[config.mk]
export PLATFORM = sky130hd
export DESIGN_NAME = movavg_ser_flat
export DESIGN_NICKNAME = d
export VERILOG_FILES = /design/src/rtl/movavg_ser_if.sv /design/src/rtl/movavg_ser.sv /design/src/flat_wrapper.sv
export SDC_FILE = /design/constraint.sdc
export NUM_CORES = 1
export LEC_CHECK = 0
export CORE_MARGIN = 4
export CORE_UTILIZATION = 65
export DETAILED_ROUTE_END_ITERATION = 7
export DONT_BUFFER_PORTS = 1
export PLACE_DENSITY = 0.78
export SYNTH_ARGS = -nofsm -noshare
export SYNTH_HDL_FRONTEND = slang
export SYNTH_SLANG_ARGS = --single-unit
[constraint.sdc]
create_clock -name clk -period 5.19 [get_ports clk]
set_input_delay 0 -clock clk [delete_from_list [all_inputs] [get_ports clk]]
set_output_delay 0 -clock clk [all_outputs]
set_load 0.01 [all_outputs]
[src/rtl/movavg_ser_if.sv]
// movavg_ser_if: input-word and result-word handshake bundle for movavg_ser.
// The master modport is the producer/consumer side; the slave modport is the engine.
interface movavg_ser_if #(
    parameter int WIDTH     = 64,
    parameter int TAPS_LOG2 = 2
) ();
    localparam int SUMW = WIDTH + TAPS_LOG2;

    logic [WIDTH-1:0] din;
    logic             in_valid;
    logic             in_ready;
    logic             avg;
    logic             flush;
    logic [SUMW-1:0]  dout;
    logic             out_valid;
    logic             out_ready;

    modport master (
        output din, in_valid, avg, flush, out_ready,
        input  in_ready, dout, out_valid
    );

    modport slave (
        input  din, in_valid, avg, flush, out_ready,
        output in_ready, dout, out_valid
    );
endinterface

[src/rtl/movavg_ser.sv]
// movavg_ser: bit-serial moving sum/average over the last 2**TAPS_LOG2 accepted words.
// One result bit per clock, LSB first, using a TAPS_LOG2-bit carry so the sum is exact.
module movavg_ser #(
    parameter int WIDTH     = 64,
    parameter int TAPS_LOG2 = 2
) (
    input  logic        clk,
    input  logic        reset,
    movavg_ser_if.slave bus
);
    localparam int TAPS = 1 << TAPS_LOG2;
    localparam int SUMW = WIDTH + TAPS_LOG2;
    localparam int CNTW = $clog2(SUMW);
    localparam logic [CNTW-1:0] CNT_LAST = CNTW'(SUMW - 1);

    typedef enum logic [1:0] {
        ST_IDLE = 2'd0,
        ST_BUSY = 2'd1,
        ST_DONE = 2'd2
    } state_t;

    state_t               state_q, state_d;
    logic [WIDTH-1:0]     hist_q [TAPS];
    logic [WIDTH-1:0]     hist_d [TAPS];
    logic [SUMW-1:0]      work_q [TAPS];
    logic [SUMW-1:0]      work_d [TAPS];
    logic [TAPS_LOG2-1:0] carry_q, carry_d;
    logic [CNTW-1:0]      cnt_q, cnt_d;
    logic [SUMW-2:0]      res_q;
    logic [SUMW-1:0]      res_d;
    logic [SUMW-1:0]      dout_q, dout_d;
    logic                 out_valid_q, out_valid_d;
    logic                 avg_q, avg_d;
    logic                 in_ready_s;
    logic                 accept_s;
    logic                 flush_en_s;
    logic                 last_s;
    logic [TAPS_LOG2:0]   col_s;

    assign accept_s   = bus.in_valid && in_ready_s;
    assign flush_en_s = bus.flush && (state_q != ST_BUSY);
    assign last_s     = (state_q == ST_BUSY) && (cnt_q == CNT_LAST);

    // FSM state register
    always_ff @(posedge clk or negedge reset) begin
        if (!reset) begin
            state_q <= ST_IDLE;
        end else begin
            state_q <= state_d;
        end
    end

    // FSM next-state logic
    always_comb begin
        state_d = state_q;
        case (state_q)
            ST_IDLE: state_d = accept_s ? ST_BUSY : ST_IDLE;
            ST_BUSY: state_d = last_s ? ST_DONE : ST_BUSY;
            ST_DONE: begin
                if (bus.out_ready) begin
                    state_d = bus.in_valid ? ST_BUSY : ST_IDLE;
                end else begin
                    state_d = ST_DONE;
                end
            end
            default: state_d = ST_IDLE;
        endcase
    end

    // FSM outputs: in_ready never looks at in_valid
    always_comb begin
        in_ready_s = 1'b0;
        case (state_q)
            ST_IDLE: in_ready_s = 1'b1;
            ST_DONE: in_ready_s = bus.out_ready;
            default: in_ready_s = 1'b0;
        endcase
    end

    // History, working shifters and the serial column adder
    always_comb begin
        hist_d  = hist_q;
        work_d  = work_q;
        carry_d = carry_q;
        cnt_d   = cnt_q;
        avg_d   = avg_q;
        col_s   = {1'b0, carry_q};
        for (int i = 0; i < TAPS; i++) begin
            col_s = col_s + {{TAPS_LOG2{1'b0}}, work_q[i][0]};
        end
        res_d = {col_s[0], res_q};
        if (accept_s) begin
            // A flush with the accept empties the window before din lands in it
            hist_d[0] = bus.din;
            for (int i = 1; i < TAPS; i++) begin
                hist_d[i] = flush_en_s ? {WIDTH{1'b0}} : hist_q[i-1];
            end
            for (int i = 0; i < TAPS; i++) begin
                work_d[i] = {{TAPS_LOG2{1'b0}}, hist_d[i]};
            end
            carry_d = {TAPS_LOG2{1'b0}};
            cnt_d   = {CNTW{1'b0}};
            avg_d   = bus.avg;
        end else if (state_q == ST_BUSY) begin
            for (int i = 0; i < TAPS; i++) begin
                work_d[i] = work_q[i] >> 1;
            end
            carry_d = col_s[TAPS_LOG2:1];
            cnt_d   = cnt_q + {{(CNTW-1){1'b0}}, 1'b1};
        end else if (flush_en_s) begin
            for (int i = 0; i < TAPS; i++) begin
                hist_d[i] = {WIDTH{1'b0}};
            end
        end else begin
            avg_d = avg_q;
        end
    end

    // Registered result and valid; the result is captured only on the final serial bit
    always_comb begin
        dout_d      = dout_q;
        out_valid_d = (state_d == ST_DONE);
        if (last_s) begin
            dout_d = avg_q ? {{TAPS_LOG2{1'b0}}, res_d[SUMW-1:TAPS_LOG2]} : res_d;
        end else begin
            dout_d = dout_q;
        end
    end

    // Datapath registers
    always_ff @(posedge clk or negedge reset) begin
        if (!reset) begin
            for (int i = 0; i < TAPS; i++) begin
                hist_q[i] <= {WIDTH{1'b0}};
                work_q[i] <= {SUMW{1'b0}};
            end
            carry_q     <= {TAPS_LOG2{1'b0}};
            cnt_q       <= {CNTW{1'b0}};
            res_q       <= {(SUMW-1){1'b0}};
            dout_q      <= {SUMW{1'b0}};
            out_valid_q <= 1'b0;
            avg_q       <= 1'b0;
        end else begin
            hist_q      <= hist_d;
            work_q      <= work_d;
            carry_q     <= carry_d;
            cnt_q       <= cnt_d;
            res_q       <= (state_q == ST_BUSY) ? res_d[SUMW-1:1] : res_q;
            dout_q      <= dout_d;
            out_valid_q <= out_valid_d;
            avg_q       <= avg_d;
        end
    end

    assign bus.in_ready  = in_ready_s;
    assign bus.dout      = dout_q;
    assign bus.out_valid = out_valid_q;
endmodule

[src/flat_wrapper.sv]
// flat-port wrapper written by rule: the top's interface ports become plain ports
module movavg_ser_flat 
#(
    parameter int WIDTH     = 64,
    parameter int TAPS_LOG2 = 2
)
  (clk, reset, bus_din, bus_in_valid, bus_avg, bus_flush, bus_out_ready, bus_in_ready, bus_dout, bus_out_valid);
  movavg_ser_if #(.WIDTH(WIDTH), .TAPS_LOG2(TAPS_LOG2)) bus_i ();
  input  logic clk;
  input  logic reset;
  input wire logic [$bits(bus_i.din)-1:0] bus_din;
  input wire logic [$bits(bus_i.in_valid)-1:0] bus_in_valid;
  input wire logic [$bits(bus_i.avg)-1:0] bus_avg;
  input wire logic [$bits(bus_i.flush)-1:0] bus_flush;
  input wire logic [$bits(bus_i.out_ready)-1:0] bus_out_ready;
  output wire logic [$bits(bus_i.in_ready)-1:0] bus_in_ready;
  output wire logic [$bits(bus_i.dout)-1:0] bus_dout;
  output wire logic [$bits(bus_i.out_valid)-1:0] bus_out_valid;
  assign bus_i.din = bus_din;
  assign bus_i.in_valid = bus_in_valid;
  assign bus_i.avg = bus_avg;
  assign bus_i.flush = bus_flush;
  assign bus_i.out_ready = bus_out_ready;
  assign bus_in_ready = bus_i.in_ready;
  assign bus_dout = bus_i.dout;
  assign bus_out_valid = bus_i.out_valid;
  movavg_ser #(.WIDTH(WIDTH), .TAPS_LOG2(TAPS_LOG2)) u_core (.clk(clk), .reset(reset), .bus(bus_i));
endmodule
==> results.txt <==
CTS Buf Count - 57
routability cong. - 0.760
vias per cell - 6.35
highest-count cells in the layout ignoring fill and taps - dfrtp_1 (591), nand2_1 (329), a22o_1 (193)
most common cell after layout, fill and taps aside - dfrtp_1
worst rel slew slack - -58.9%
DIE HEIGHT - 202 um
Syn Std Cell Area - 24,500 um2
CTS clk-pin slew, worst paths - 0.06 ns
reg-to-reg endpoint - u_core.work_q[63]
vias in the first global route - 16,200
crit path kind - reg2reg
nets - 2,021
gr usage total - 24.5%
Synth Area per Inst - 12.4 um2
HPWL reported at the end of detailed placement - 26,900 um
core area - 36,900 um2
sequential share of the synthesized area - 60.5%
ys flop type - dfrtp_1
Pwr Density - 538 nW/um2
cells after synthesis - 1,976
Fin Clk Skew - 0.0125 ns
Net Switching - 0.00451 W
Initial Util - 66.4%
clk buf depth - 3
worst r2r path cells - 5
pin count of the biggest net entering global routing - 593
RSZ-0062 raised after global routing - false
initial antenna violation count - 5
internal power - 0.0101 W
top cell type's share of synthesized area - 60.5%
max_cap viols - 0
Static Leak - 12.7 nW
Seq cells post-synth - 592
Clock Power Share - 28.5%
share of layout cells above drive strength 1 - 12.3%
Comb power frac - 22.4%
worst setup path start - u_core.state_q[1]
H-tree levels - 2
number of vias in the routed layout - 15,900
drc violations - 0
first-pass GRT wire length - 84,500 um
failing checks - hold timing, slew limit
WL final - 50,300 um
Slew Limit Fails - 464
final hold violation count - 597
Detail Route Antenna Nets - 0
clock latency on the worst-skew pair - 0.59 ns
drt pass-1 iters - 5
Max Fclk - 328 MHz
CTS root buffer - clkbuf_16
VDD IR max - 354 uV
wire per inst - 20.1 um
Critical Path Source Type - register
Port Buffer Count - 0
final core utilization - 73.7%
worst path required time - 5.71 ns
top cells by area, synth - dfrtp_1 (61%), a22o_1 (6.9%), mux2_2 (5.9%), mux2i_1 (5.3%), nand2_1 (5.1%)
Hold/Removal Path Class - in2async
Cell Rows - 70
cts hold-fix bufs - 69
total negative slack - 0 ns
Die Area - 40,800 um2
placed insts - 2,322
setup bufs post-CTS - 0
worst-margin pin slew - 2.38 ns
Yosys cell types - 40
Area Overhead vs Synth - 11.1%
Seq pwr share - 49.1%
Final Non-Filler Cells - 2,498
leading area contributor after synthesis - dfrtp_1
final worst-path cycle share - 58.7%
num ports - 138
switching share of power - 30.8%
Post-synth ARST share - 100%
reg-to-reg slack, setup - 2.14 ns
WP data arrival - 3.57 ns
reg2reg start - u_core.state_q[1]
end of the critical path - u_core.work_q[63]
# clock sinks - 592
Worst Setup End Kind - register
Yosys warnings - 0
outcome - complete, but fails checks
Final setup violation count - 0
number of flops mapped to enable cells by yosys - 0
maximum fanout along the worst path - 94
grt total ovfl - 0
Chip Width - 202 um
Iter 0 DRT Violations - 1,268
Post-Syn Nets - 2,051
fin crit period - 3.05 ns
Hold Slack - -0.892 ns
CTS tree - built
-- cell type report --
cell class,instances,area (um2)
inverter,3,11.3
tap,504,631
timing repair buffer,83,871
clock buffer,85,1670
multi-input combinational,1209,8950
antenna,3,7.51
sequential,592,14800
clock inverter,19,229
fill,2365,9690
-- power by group through the flow --
stage | combinational, W | clock [W] | sequential (W)
floorplan | 0.00272 | 0 | 0.00684
global placement | 0.00308 | 0 | 0.00715
detailed placement | 0.00323 | 0 | 0.00720
CTS | 0.00330 | 0.00425 | 0.00715
global route | 0.00364 | 0.00446 | 0.00734
finish | 0.00328 | 0.00417 | 0.00718
-- layer usage --
layer | wire length [um] | up-vias | GRT usage (%) | share of wire (%)
met4 | 790 | 4 | 5.32 | 1.6
met3 | 2780 | 66 | 5.74 | 5.5
met5 | 14 | - | 0 | 0.028
li1 | - | 7178 | - | -
met1 | 22600 | 8245 | 35.2 | 45
met2 | 24100 | 364 | 39.1 | 48
-- sequential cells by signal, indices dropped and copies added, names as in the netlist --
name and cells:
u_core.avg_q 1, u_core.work_q 256, u_core.res_q 65, u_core.state_q 2, u_core.hist_q 192, u_core.bus.dout 66, u_core.cnt_q 7, u_core.bus.out_valid 1
u_core.carry_q 2
-- cells by family after synthesis --
kind of cell,Yosys count,synth area share (%)
buf+inv,175,3.12
fa+ha+maj,5,0.348
simple gates,478,8.53
flops,592,60.5
mux,260,11.3
xor+xnor,2,0.0716
compound gates,464,16.1
-- how the worst min path moves through the flow --
stage / to / slack, ns / cells past startpoint
after floorplan: u_core.avg_q / -0.30 / 0
after global placement: u_core.hist_q[87] / -0.27 / 0
after detailed placement: u_core.hist_q[151] / -0.27 / 0
after CTS: u_core.work_q[22] / -0.90 / 0
after global routing: u_core.hist_q[151] / -0.92 / 0
final: u_core.work_q[22] / -0.89 / 0
-- timing repair --
item                                    CTS  global route
resized for setup                         0             0
endpoints found under the hold margin   726           592
endpoints found under the setup margin    0             0
-- per-stage QoR --
stage	power [W]	cell area [um2]	setup WS, ns	hold slack, ns
after floorplan	0.00956	24500	3.21	-0.296
after CTS	0.0147	27200	2.20	-0.903
after global routing	0.0154	27200	2.01	-0.916
final	0.0146	27200	2.14	-0.892
after global placement	0.0102	24600	2.50	-0.274
after detailed placement	0.0104	24600	2.42	-0.271
-- synth_stat cells (2+ instances only) --
library cell and count:
a221o_1 62, a32o_1 2, mux2i_1 129, inv_1 3, clkbuf_1 80, o21ai_0 7, nor3_1 64, fa_1 3
buf_6 2, nand2b_1 3, buf_2 70, mux2_2 128, a22o_1 193, buf_1 19, a21oi_1 4, and2_1 61
ha_1 2, nand2_1 330, mux2_1 3, xnor2_1 2, o2bb2ai_1 126, a31oi_1 63, o21bai_1 2, nor2b_1 5
or3_1 2, dfrtp_1 592, nor2_1 6
-- critical path, cell delays in order, from the launching register on --
cell,delay (ns)
dfrtp_1,0.47
nand2b_4,0.83
buf_4,0.73
o211ai_1,0.18
o21ai_0,0.10
dlygate4sd3_1,0.56
(Power assumes the default switching activity.)
